$ cat config.mk
export PLATFORM = sky130hd
export DESIGN_NAME = interface_botoes
export DESIGN_NICKNAME = d
export VERILOG_FILES = /design/src/rtl/interface_botoes_pkg.sv /design/src/rtl/interface_botoes_debouncer_botao.sv /design/src/rtl/interface_botoes.sv
export SDC_FILE = /design/constraint.sdc
export NUM_CORES = 1
export LEC_CHECK = 0
export CORE_ASPECT_RATIO = 1.25
export CORE_UTILIZATION = 50
export CTS_BUF_LIST = sky130_fd_sc_hd__clkbuf_8
export CTS_CLUSTER_SIZE = 28
export DETAILED_ROUTE_END_ITERATION = 6
export GPL_ROUTABILITY_DRIVEN = 0
export PLACE_DENSITY = 0.66
export SLEW_MARGIN = 25
export SYNTH_ARGS = -nofsm -noshare
export SYNTH_HDL_FRONTEND = slang
export SYNTH_SLANG_ARGS = --single-unit
$ cat constraint.sdc
create_clock -name clock -period 2.25 [get_ports clock]
set_input_delay 0.45 -clock clock [delete_from_list [all_inputs] [get_ports clock]]
set_output_delay 0.45 -clock clock [all_outputs]
set_load 0.01 [all_outputs]
$ cat src/rtl/interface_botoes_pkg.sv
`default_nettype none
// ============================================================================
// Module   : interface_botoes_pkg
// Brief    : Shared types, constants and cycle-count helpers for the button
//            input-conditioning stage (note FSM states, note count, code
//            width, debounce/repeat cycle counts, note priority encoder).
// Revision : 1.0 - initial release
// ============================================================================
package interface_botoes_pkg;

  localparam int NOTAS    = 12;
  localparam int CODIGO_W = 4;
  localparam int NAV      = 3;

  // Note FSM states; code 3 is never entered on purpose
  typedef enum logic [1:0] {
    OCIOSO        = 2'd0,
    TRAVADO       = 2'd1,
    ESPERA_SOLTAR = 2'd2
  } estado_t;

  // Stable time in clock cycles, never below one cycle
  function automatic int unsigned ciclos_debounce(input int unsigned clock_freq,
                                                  input int unsigned debounce_ms);
    int unsigned c;
    c = (clock_freq / 1000) * debounce_ms;
    if (c < 1) c = 1;
    return c;
  endfunction

  // Auto-repeat period in clock cycles, never below one cycle
  function automatic int unsigned ciclos_repeticao(input int unsigned clock_freq,
                                                   input int unsigned repeat_ms);
    int unsigned c;
    c = (clock_freq / 1000) * repeat_ms;
    if (c < 1) c = 1;
    return c;
  endfunction

  // Lowest pressed note index + 1, or 0 when nothing is pressed
  function automatic logic [CODIGO_W-1:0] codifica_nota(input logic [NOTAS-1:0] pressionadas);
    logic [CODIGO_W-1:0] codigo;
    codigo = '0;
    for (int i = NOTAS - 1; i >= 0; i--) begin
      if (pressionadas[i]) codigo = CODIGO_W'(i + 1);
    end
    return codigo;
  endfunction

endpackage
`default_nettype wire

$ cat src/rtl/interface_botoes_debouncer_botao.sv
`default_nettype none
// ============================================================================
// Module   : debouncer_botao
// Brief    : One active-low input channel: 2-FF synchroniser, stability
//            counter and debounced level. After reset the channel stays
//            "released" until the key has been seen released once, so a key
//            held through reset must be released and pressed again.
// Revision : 1.0 - initial release
// ============================================================================
module debouncer_botao #(
  parameter int unsigned N = 1
) (
  input  logic clock_i,
  input  logic reset_n_i,
  input  logic bruto_n_i,
  output logic nivel_n_o
);

  localparam int unsigned CNT_W = (N < 2) ? 1 : $clog2(N + 1);

  logic             sinc1_q;
  logic             sinc2_q;
  logic             estavel_q;
  logic             estavel_d;
  logic [CNT_W-1:0] cont_q;
  logic [CNT_W-1:0] cont_d;
  logic [1:0]       valido_q;
  logic             armado_q;
  logic             armado_d;

  // Counter advances only while the synchronised sample disagrees with the
  // stable level; the N-th consecutive disagreement adopts the new value
  always_comb begin
    cont_d    = '0;
    estavel_d = estavel_q;
    if (sinc2_q != estavel_q) begin
      if (cont_q == CNT_W'(N - 1)) begin
        estavel_d = sinc2_q;
        cont_d    = '0;
      end else begin
        cont_d = cont_q + CNT_W'(1);
      end
    end
  end

  // Arm once the pipeline carries real samples and the key is seen released
  always_comb begin
    armado_d = armado_q | (valido_q[1] & sinc2_q & estavel_q);
  end

  // Synchroniser, debounce state and arming flag
  always_ff @(posedge clock_i) begin
    if (!reset_n_i) begin
      sinc1_q   <= 1'b1;
      sinc2_q   <= 1'b1;
      estavel_q <= 1'b1;
      cont_q    <= '0;
      valido_q  <= 2'b00;
      armado_q  <= 1'b0;
    end else begin
      sinc1_q   <= bruto_n_i;
      sinc2_q   <= sinc1_q;
      estavel_q <= estavel_d;
      cont_q    <= cont_d;
      valido_q  <= {valido_q[0], 1'b1};
      armado_q  <= armado_d;
    end
  end

  assign nivel_n_o = estavel_q | ~armado_q;

endmodule
`default_nettype wire

$ cat src/rtl/interface_botoes.sv
`default_nettype none
// ============================================================================
// Module   : interface_botoes
// Brief    : Input conditioning ahead of the game core. Debounces 12 note
//            buttons and 3 navigation keys, latches one note code with a
//            release-before-next-note FSM and turns each navigation press
//            into a one-cycle active-low pulse.
//            Optional macro AUTO_REPEAT_EN: arrow keys held down re-pulse
//            every REPEAT_MS milliseconds.
// Revision : 1.0 - initial release
// ============================================================================
module interface_botoes
  import interface_botoes_pkg::*;
#(
  parameter int unsigned CLOCK_FREQ  = 50000000,
  parameter int unsigned DEBOUNCE_MS = 10,
  parameter int unsigned REPEAT_MS   = 300
) (
  input  logic                clock,
  input  logic                reset,
  input  logic [NOTAS-1:0]    botoes_n,
  input  logic                right_n,
  input  logic                left_n,
  input  logic                enter_n,
  output logic [CODIGO_W-1:0] botoes_encoded,
  output logic                nota_valida,
  output logic                right_arrow_pressed,
  output logic                left_arrow_pressed,
  output logic                enter_pressed,
  output logic [1:0]          db_estado
);

  localparam int unsigned N_DEB    = ciclos_debounce(CLOCK_FREQ, DEBOUNCE_MS);
  localparam int          CANAIS   = NOTAS + NAV;

  logic [CANAIS-1:0]   w_bruto_n;
  logic [CANAIS-1:0]   w_nivel_n;
  logic [NOTAS-1:0]    w_notas;
  logic [NAV-1:0]      w_nav_press;
  logic [CODIGO_W-1:0] w_codigo;
  logic [NAV-1:0]      w_repete;
  logic [NAV-1:0]      pulso_d;
  logic [NAV-1:0]      pulso_q;
  logic [NAV-1:0]      nav_ant_q;

  estado_t             estado_q;
  logic [CODIGO_W-1:0] codigo_q;
  logic [CODIGO_W-1:0] idx_q;
  logic                valida_q;

  // Channel order: notes in the low bits, then right, left, enter
  assign w_bruto_n = {enter_n, left_n, right_n, botoes_n};

  for (genvar c = 0; c < CANAIS; c++) begin : g_canal
    debouncer_botao #(
      .N(N_DEB)
    ) u_debouncer (
      .clock_i  (clock),
      .reset_n_i(reset),
      .bruto_n_i(w_bruto_n[c]),
      .nivel_n_o(w_nivel_n[c])
    );
  end

  assign w_notas     = ~w_nivel_n[NOTAS-1:0];
  assign w_nav_press = ~w_nivel_n[CANAIS-1:NOTAS];
  assign w_codigo    = codifica_nota(w_notas);

`ifdef AUTO_REPEAT_EN
  localparam int unsigned N_REP = ciclos_repeticao(CLOCK_FREQ, REPEAT_MS);
  localparam int unsigned REP_W = (N_REP < 2) ? 1 : $clog2(N_REP + 1);

  // Only the two arrows repeat; enter always pulses once per press
  for (genvar j = 0; j < 2; j++) begin : g_repeticao
    logic [REP_W-1:0] rep_q;
    logic [REP_W-1:0] rep_d;
    logic             dispara;

    // Count held cycles since the last pulse; clears on press edge and release
    always_comb begin
      rep_d   = '0;
      dispara = 1'b0;
      if (w_nav_press[j] && !nav_ant_q[j]) begin
        if (rep_q == REP_W'(N_REP - 1)) begin
          dispara = 1'b1;
        end else begin
          rep_d = rep_q + REP_W'(1);
        end
      end
    end

    // Repeat counter register
    always_ff @(posedge clock) begin
      if (!reset) begin
        rep_q <= '0;
      end else begin
        rep_q <= rep_d;
      end
    end

    assign w_repete[j] = dispara;
  end
  assign w_repete[2] = 1'b0;
`else
  logic unused_repeat_ms;
  assign unused_repeat_ms = |REPEAT_MS;
  assign w_repete         = '0;
`endif

  // Pulse low on a released-to-pressed transition (or a repeat tick)
  always_comb begin
    pulso_d = ~((w_nav_press & nav_ant_q) | w_repete);
  end

  // Navigation edge history and registered pulses
  always_ff @(posedge clock) begin
    if (!reset) begin
      nav_ant_q <= '1;
      pulso_q   <= '1;
    end else begin
      nav_ant_q <= ~w_nav_press;
      pulso_q   <= pulso_d;
    end
  end

  // Note FSM: latch lowest pressed note, hold it, demand full release
  always_ff @(posedge clock) begin
    if (!reset) begin
      estado_q <= OCIOSO;
      codigo_q <= '0;
      idx_q    <= '0;
      valida_q <= 1'b0;
    end else begin
      case (estado_q)
        OCIOSO: begin
          if (|w_notas) begin
            codigo_q <= w_codigo;
            idx_q    <= w_codigo - CODIGO_W'(1);
            valida_q <= 1'b1;
            estado_q <= TRAVADO;
          end
        end
        TRAVADO: begin
          if (!w_notas[idx_q]) begin
            codigo_q <= '0;
            valida_q <= 1'b0;
            estado_q <= (|w_notas) ? ESPERA_SOLTAR : OCIOSO;
          end
        end
        ESPERA_SOLTAR: begin
          if (!(|w_notas)) estado_q <= OCIOSO;
        end
        default: begin
          estado_q <= OCIOSO;
          codigo_q <= '0;
          valida_q <= 1'b0;
        end
      endcase
    end
  end

  assign botoes_encoded      = codigo_q;
  assign nota_valida         = valida_q;
  assign right_arrow_pressed = pulso_q[0];
  assign left_arrow_pressed  = pulso_q[1];
  assign enter_pressed       = pulso_q[2];
  assign db_estado           = estado_q;

endmodule
`default_nettype wire

==> impl_results.md, run 1 <==
* Lkg Pwr at 5.64 nW
* Via-to-Cell Ratio at 5.00
* Synthesized net count at 1716
* F_max at 466 MHz
* Most frequent cells in the layout: nor2_1 (363), dfxtp_1 (363), xor2_1 (153)
* Wire per inst at 11.8 microns
* DIE WIDTH at 157 microns
* Die ar. at 30800 sq um
* Post-synth EDFFs at 0
* CTS tree: done
* GR Util met3 at 0.0347
* Max stage delay on crit path at 0.63 ns
* Busiest grt layer: met2
* Share of cells above drive strength 1 at 0.0714
* Kind of end point of the critical path: output pin
* CP max stage cell: clkdlybuf4s50_1
* Mapped Area at 15100 sq um
* DRT antenna net count at 0
* # rows at 70
* Syn. warnings at 0
* Clock tree buffer depth at 3
* Final net count at 1799
* Drt pass-1 iters at 4
* Fin. max-slew vios at 0
* Synthesized-area fraction occupied by and/or/nand/nor cells at 0.293
* Synth Area in XOR/XNOR at 0.155
* Worst-path clk slew at 0.06 ns
* Period utilisation layout at 0.953
* CP max FO at 9
* WP buf/inv at 1
* Initial core utilization at 0.512
* Min Tclk post-route at 2.14 ns
* Area after DPL at 15900 sq um
* H-tree levels at 2
* Max_cap viols at 0
* Final Cell Area at 17100 sq um
* Final setup violating endpoints at 0
* Area growth from synthesis to layout at 13.8%
* Vias after detailed routing at 11000
* Post-CTS Hold Buffers at 0
* Synth cell types at 48
* Critical path cell sequence: clkdlybuf4s50_1
* Data required time at the worst endpoint at 1.80 ns
* First-pass GRT wire length at 46300 microns
* Syn avg cell area at 8.94 sq um
* Worst Setup Path Type: register to output pin
* Setup crit start: db_estado[0]
* Setup total negative slack at 0 ns
* Family with the most delay on the worst path: buffers and inverters
* Met2 usage at 0.301
* Hold Crit Start: reset
* GR met1 Demand/Resource at 0.220
* Worst reg2reg startpoint: g_canal[1].u_debouncer.estavel_q
* Final Hold Viols at 0
* Worst endpoint data arrival time at 1.69 ns
* Drc violations at 0
* Cts bufs inserted at 58
* Register area share after synthesis at 0.484
* Die Ht at 196 microns
* Adder-Cell Fraction of Synth Area at 0.0133
* Final worst slack at 0.106 ns
* Antenna cells at 0
* Post-Syn Instances at 1683
* Initial antenna violation count at 0
* Postcts setup bufs at 0
* Compound-gate portion of the synthesized area at 0.0210
* Filler cells at 2681
* Pwr Density at 728 nW/um^2
* Clk_lat worst skew at 0.61 ns
* Critical Path Start Type: register
* Post-synthesis mux area share at 0.0145
* Top FF cell, synth: dfxtp_1
* VDD IR-drop max at 0.000437 V
* GRT Total Usage at 0.177
* Largest net degree at the start of global routing at 50
* Place WS at 0.204 ns
* Core Region at 29400 sq um
* IO Pins at 27
* Clock root cell: clkbuf_8
* Resized cells post-CTS at 0
* Slew @ Worst Pin at 0.596 ns
* WL final at 26100 microns
* FFs w/ async S/R, synth at 0
* Hpwl dp at 17500 microns
* DR iter-0 viols at 506
* Rel. slew slack at 0.599
* CTS Sinks at 364
* GRT overflow at 0
* Synth Register Bits at 364
* Utilization after layout at 0.582
* Clock skew at 0.0211 ns
* RSZ-0062 raised after global routing: no
* # port buffers at 26
* Vias in the first global route at 10700
* Largest family of logic cells by synthesized area: simple AND/OR/NAND/NOR gates
* HP Class: input port to register
* Status: complete, no violations
[state kept, by name, summed over array words and instances (netlist names)]
| register | flops |
|---|---|
| g_canal.u_debouncer.cont_q | 285 |
| g_canal.u_debouncer.armado_q | 15 |
| g_canal.u_debouncer.estavel_q | 15 |
| g_canal.u_debouncer.sinc1_q | 15 |
| g_canal.u_debouncer.sinc2_q | 15 |
| botoes_encoded | 4 |
| idx_q | 4 |
| nav_ant_q | 3 |
| pulso_q | 3 |
| db_estado | 2 |
| g_canal.u_debouncer.valido_q | 2 |
| nota_valida | 1 |
[logic make-up (layout without fill, tap and decap cells)]
group	count (synthesis)	count (layout)
AND/OR/NAND/NOR	896	896
flip-flops	364	364
XOR/XNOR	267	267
buffers and inverters	73	196
AO/OA/AOI/OAI	49	49
multiplexers	18	18
adder cells (fa/ha/maj)	16	16
[worst paths after layout]
path | to | slack (ns) | depth (start not counted)
worst min-delay path | g_canal[12].u_debouncer.estavel_q | 0.17 | 2
worst min register to register | g_canal[12].u_debouncer.sinc2_q | 0.40 | 1
worst max register to register | db_estado[1] | 0.20 | 6
worst max-delay path | db_estado[0] | 0.11 | 1
[cell usage after synthesis, drive strengths merged (15+ instances only)]
master | instances | share of area
and3 | 28 | 0.012
ha | 16 | 0.013
nor4 | 19 | 0.0079
nor2b | 29 | 0.012
nor2 | 363 | 0.091
nor3 | 32 | 0.011
nand4 | 60 | 0.025
clkbuf | 24 | 0.0060
xnor2 | 114 | 0.066
nand3 | 110 | 0.037
nor4b | 17 | 0.011
dfxtp | 364 | 0.48
nand2 | 124 | 0.031
a31oi | 15 | 0.0062
nand2b | 42 | 0.020
mux2i | 15 | 0.010
nand3b | 17 | 0.0087
and4 | 17 | 0.0099
xor2 | 153 | 0.089
inv | 42 | 0.010
[cell type report]
class                      count  area [sq um]  share of cell area
clock buffer                  77          1060              0.0619
clock inverter                23           146             0.00855
inverter                      42           158             0.00921
multi-input combinational   1246          7490               0.437
sequential                   364          7290               0.426
tap                          396           495              0.0289
timing repair buffer          54           493              0.0288
[per-layer routing]
layer / vias to the layer above / routed length, microns / share of wire
li1: 5776 / - / -
met1: 5070 / 12500 / 0.48
met2: 112 / 12100 / 0.46
met3: 50 / 853 / 0.033
met4: 0 / 605 / 0.023
met5: - / 0 / 0
[power breakdown]
part | switching (W) | total, W | internal (W) | leakage, nW
Clock | 0.00249 | 0.00574 | 0.00325 | 0.685
Sequential | 0.0000358 | 0.00654 | 0.00650 | 2.94
Combinational | 0.000102 | 0.000187 | 0.0000850 | 2.01
[per-stage QoR]
stage               cells  hold WS (ns)  total power, W
global route         2202         0.144          0.0130
floorplan            1683         0.378         0.00679
finish               2202         0.166          0.0125
global placement     2102         0.388         0.00686
CTS                  2202         0.118          0.0127
detailed placement   2102         0.395         0.00687
Power figures use the tool's default switching activity.
==> inputs of run 2 (changes only) <==
--- a/config.mk
+++ b/config.mk
@@ -11,7 +11,7 @@
 export CTS_CLUSTER_SIZE = 28
 export DETAILED_ROUTE_END_ITERATION = 6
 export GPL_ROUTABILITY_DRIVEN = 0
-export PLACE_DENSITY = 0.66
+export PLACE_DENSITY = 0.76
 export SLEW_MARGIN = 25
 export SYNTH_ARGS = -nofsm -noshare
 export SYNTH_HDL_FRONTEND = slang
==> constraint.sdc (replaced) <==
create_clock -name clock -period 2 [get_ports clock]
set_input_delay 0.4 -clock clock [delete_from_list [all_inputs] [get_ports clock]]
set_output_delay 0.4 -clock clock [all_outputs]
set_load 0.01 [all_outputs]
==> run 2 against run 1 <==
Hold slack worse by 0.0036 ns; flip-flop and latch count stayed put; clock power is 17% higher; register-to-register slack worse by 0.16 ns; critical path depth is 5 higher; via count is 2.6% higher; first-iteration DRC count is 10% lower; count of clock-buffer cells in the layout is 2 lower; non-clock buffer count is 27 higher; final cell count is 1.4% higher; critical path type is now register to register; highest routed layer unchanged.
==> impl_results.md, run 2 (synthesized netlist as in run 1, its figures left out) <==
* Min Tclk post-route at 1.96 ns
* VDD IR-drop max at 0.000693 V (+59%)
* Utilization after layout at 0.598 (+0.0158)
* RSZ-0062 raised after global routing: yes
* HP Class: input port to register
* Most common cell after layout, fill and taps aside: nor2_1
* DIE WIDTH at 157 microns (unchanged)
* Via-to-Cell Ratio at 5.06 (+1.2%)
* IO Pins at 27 (unchanged)
* Initial core utilization at 0.512 (unchanged)
* Kind of end point of the critical path: register
* Clk_lat worst skew at 0.60 ns (about the same)
* Worst endpoint data arrival time at 2.46 ns (+0.77 ns)
* Max stage delay on crit path at 0.46 ns (-0.17 ns)
* Top reg by flops: g_canal.u_debouncer.cont_q
* Vias after detailed routing at 11300 (+2.6%)
* WL final at 27000 microns (+3.3%)
* Critical Path Start Type: register
* CP max stage cell: mux4_2
* # port buffers at 26 (unchanged)
* Core Region at 29400 sq um (unchanged)
* CP max FO at 3 (-6)
* Clk network pwr share at 0.470 (+0.010)
* Clock root cell: clkbuf_8
* Pwr Density at 814 nW/um^2 (+12%)
* Max reg flops at 285 (unchanged)
* Cell Int Power at 0.0113 W (+15%)
* F_max at 511 MHz
* First-pass GRT wire length at 46500 microns (+0.42%)
* Combinational Power Share at 0.016 (about the same)
* R2R setup slack at 0.04 ns (-0.16 ns)
* CTS Sinks at 364 (unchanged)
* Final setup violating endpoints at 0 (unchanged)
* Max_cap viols at 0 (unchanged)
* Drt pass-1 iters at 6 (+2)
* Cts bufs inserted at 55 (-5.2%)
* Most frequent cells in the layout: nor2_1 (363), dfxtp_1 (355), xor2_1 (153)
* Period utilisation layout at 0.978
* # rows at 70 (unchanged)
* Clock tree buffer depth at 3 (unchanged)
* DRT antenna net count at 0 (unchanged)
* Final Power at 0.0143 W (+15%)
* Vias in the first global route at 10900 (+2.1%)
* Drc violations at 0 (unchanged)
* WP buf/inv at 0 (-1)
* Final Hold Viols at 0 (unchanged)
* Clock skew at 0.0197 ns (-0.00139 ns)
* Share of cells above drive strength 1 at 0.102 (+0.0310)
* Die ar. at 30800 sq um (unchanged)
* Wire per inst at 12.1 microns (+1.9%)
* Rel. slew slack at 0.680 (+0.0804)
* Sequential share of power at 0.514 (-0.011)
* Net Sw Frac at 0.211 (about the same)
* Die Ht at 196 microns (unchanged)
* Initial antenna violation count at 0 (unchanged)
* Worst Setup Path Type: register to register
* GRT Total Usage at 0.178 (+0.00126)
* Status: complete, no violations
* Lkg Pwr at 5.90 nW (+4.7%)
* Fin. max-slew vios at 0 (unchanged)
* Largest net degree at the start of global routing at 31 (-38%)
* Slew @ Worst Pin at 0.476 ns (-0.120 ns)
* Critical path cell sequence: nand2b_4 -> mux4_2 -> or3b_4 -> and3_4 -> and2_4 -> nor4b_4
* Antenna cells at 0 (unchanged)
* Family with the most delay on the worst path: simple AND/OR/NAND/NOR gates
* Area growth from synthesis to layout at 16.9%
* H-tree levels at 2 (unchanged)
* Hpwl dp at 18200 microns (+3.9%)
* Data required time at the worst endpoint at 2.50 ns (+0.70 ns)
* Post-CTS Hold Buffers at 0 (unchanged)
* Hold WS at 0.163 ns (-0.00363 ns)
* Final net count at 1824 (+1.4%)
* GRT overflow at 0 (unchanged)
* DR iter-0 viols at 453 (-10%)
* NetSw at 0.00301 W (+15%)
* CTS tree: done
* Worst-path clk slew at 0.06 ns (about the same)
run 2: cell type report:
| class | instances | area [sq um] |
|---|---|---|
| fillers | 2516 | 11800 |
| multi-input cells | 1247 | 7590 |
| flip-flops and latches | 364 | 7300 |
| clock buffers | 75 | 1030 |
| repair buffers | 81 | 783 |
| well taps | 396 | 495 |
| clock inverters | 27 | 233 |
| inverters | 42 | 158 |
run 2: metal layers:
metal / wire, microns / up-vias / global-route usage
li1: - / 5844 / -
met1: 12100 / 5283 / 0.209
met2: 13400 / 115 / 0.318
met3: 773 / 54 / 0.0347
met4: 706 / 0 / 0.0690
met5: 0 / - / 0
run 2: final timing paths:
check,cells after the start,from,to
setup / recovery,6,g_canal[7].u_debouncer.estavel_q,db_estado[0]
hold / removal,2,reset,g_canal[3].u_debouncer.sinc2_q
setup reg to reg,6,g_canal[7].u_debouncer.estavel_q,db_estado[0]
hold reg to reg,1,nav_ant_q[0],pulso_q[0]
run 2: timing repair:
action | 4_1_cts | 5_1_grt
pin swaps | 0 | 2
gates cloned | 0 | 1
setup endpoints to repair | 22 | 63
endpoints found under the hold margin | 0 | 0
setup buffers | 0 | 1
resized for setup | 5 | 24
run 2: power by group through the flow:
stage,sequential [W],clock [W],combinational (W)
after floorplan,0.00750,0,0.000131
after global placement,0.00751,0,0.000226
after detailed placement,0.00751,0,0.000230
after CTS,0.00735,0.00692,0.000231
after global routing,0.00736,0.00723,0.000256
final,0.00736,0.00673,0.000230
run 2: per-stage QoR:
stage | area, sq um | setup WS [ns] | TNS (ns) | cells
after floorplan | 15100 | 0.0437 | 0 | 1683
after global placement | 16200 | 0.0277 | 0 | 2128
after detailed placement | 16200 | -0.0330 | -0.485 | 2128
after CTS | 17500 | 0.00442 | 0 | 2230
after global routing | 17600 | -0.0327 | -0.0775 | 2232
final | 17600 | 0.0436 | 0 | 2232
==> edit (settings of run 1) <==
The parameter `CLOCK_FREQ` goes from 50000000 to 12500000.
--- a/src/rtl/interface_botoes.sv
+++ b/src/rtl/interface_botoes.sv
@@ -13,5 +13,5 @@
   import interface_botoes_pkg::*;
 #(
-  parameter int unsigned CLOCK_FREQ  = 50000000,
+  parameter int unsigned CLOCK_FREQ  = 12500000,
   parameter int unsigned DEBOUNCE_MS = 10,
   parameter int unsigned REPEAT_MS   = 300
Formal check against the unedited RTL: same outputs for any inputs over 4 cycles, from zero or initial values and one cycle with reset low; that may be too few to reach the edited logic, so the function may still have changed.
==> edit against run 1 <==
  * Synthesized cell count decreased by 9.9%
  * Setup slack improved by 48 ps
  * Design area decreased by 9.9%
  * Largest power group unchanged
  * Core utilization decreased by 0.85 points
  * Global-route usage increased by 0.088 points
  * Combinational power decreased by 5%
  * Critical endpoint is now db_estado[1]
  * Routed wire length decreased by 7.8%
  * Sequential cell count decreased by 30
  * Clock power decreased by 15%
  * Power decreased by 11%
  * Via count decreased by 8.7%
  * Critical path type unchanged
  * Cell count decreased by 11%
  * Area after synthesis decreased by 8.5%
==> edit: results <==
[outcome]
status = "completed"

[detailed_routing]
route.met3.wl_um = 815
route.met2.wl_um = 11680
drtIter0Drc = 329
firstDrtPassIters = 5
via_per_inst = 5.134

[layout]
drive_gt1_share_pct = 7.378
final_area_sq_um = 15430

[setup_path]
rr_startpoint = "g_canal[6].u_debouncer.estavel_q"
critPathLaunch = "db_estado[1]"
cp.arrival_ps = 1650
timing.rr.end = "botoes_encoded[0]"
ff2ff_setup_slack_ps = 360

[sta]
relSlewSlack_pct = 52.69
worst_slack_ps = 153.9

[clock_network]
clock_latency_ps = 570
numCtsBuffers = 52

[global_route]
grt_pass1_vias = 9753
grt_pass1_wl_um = 42440
grt_util_met1_pct = 21.18
grt_max_degree = 38

[synth]
yosysSeqAreaShare_pct = 48.55
ys_top_cells_by_area = "dfxtp_1 49%, xor2_1 9.9%, nor2_1 8.3%"
synth_common_cells = "334 x dfxtp_1, 306 x nor2_1, 155 x xor2_1"
synth.net_count = 1549

[pwr]
peakVddDrop_mv = 0.6467

[worst_hold_path]
min_to = "g_canal[5].u_debouncer.estavel_q"

[placed_design]
dpl.hpwl_um = 16550
place_ws_ps = 339.5
edit: layout make-up:
type | count | area share (%)
Clock inverter | 23 | 0.8676
Clock buffer | 64 | 5.708
Timing Repair Buffer | 43 | 2.497
Tap cell | 345 | 2.797
Sequential cell | 334 | 43.34
Multi-Input combinational cell | 1128 | 44.28
Inverter | 21 | 0.5108
edit: through the flow:
stage	hold slack, ps	instances	power [mW]
final	269.2	1958	11.07
after global placement	390.2	1871	6.313
after CTS	229.4	1958	11.26
after floorplan	378.3	1516	6.244
after detailed placement	398.3	1871	6.320
after global routing	243.3	1958	11.56
edit: cell families after synthesis:
kind of cell / count (synthesis) / share of synthesized area, %
fa+ha+maj: 16 / 1.454
simple gates: 807 / 29.15
xor+xnor: 235 / 14.95
compound gates: 51 / 2.417
mux: 19 / 1.653
flops: 334 / 48.55
buf+inv: 54 / 1.835
edit: power breakdown:
group          internal [mW]  switching [mW]
clock network           2.66            2.22
logic                 0.0840          0.0942
registers               5.97          0.0375
total                   8.72            2.35
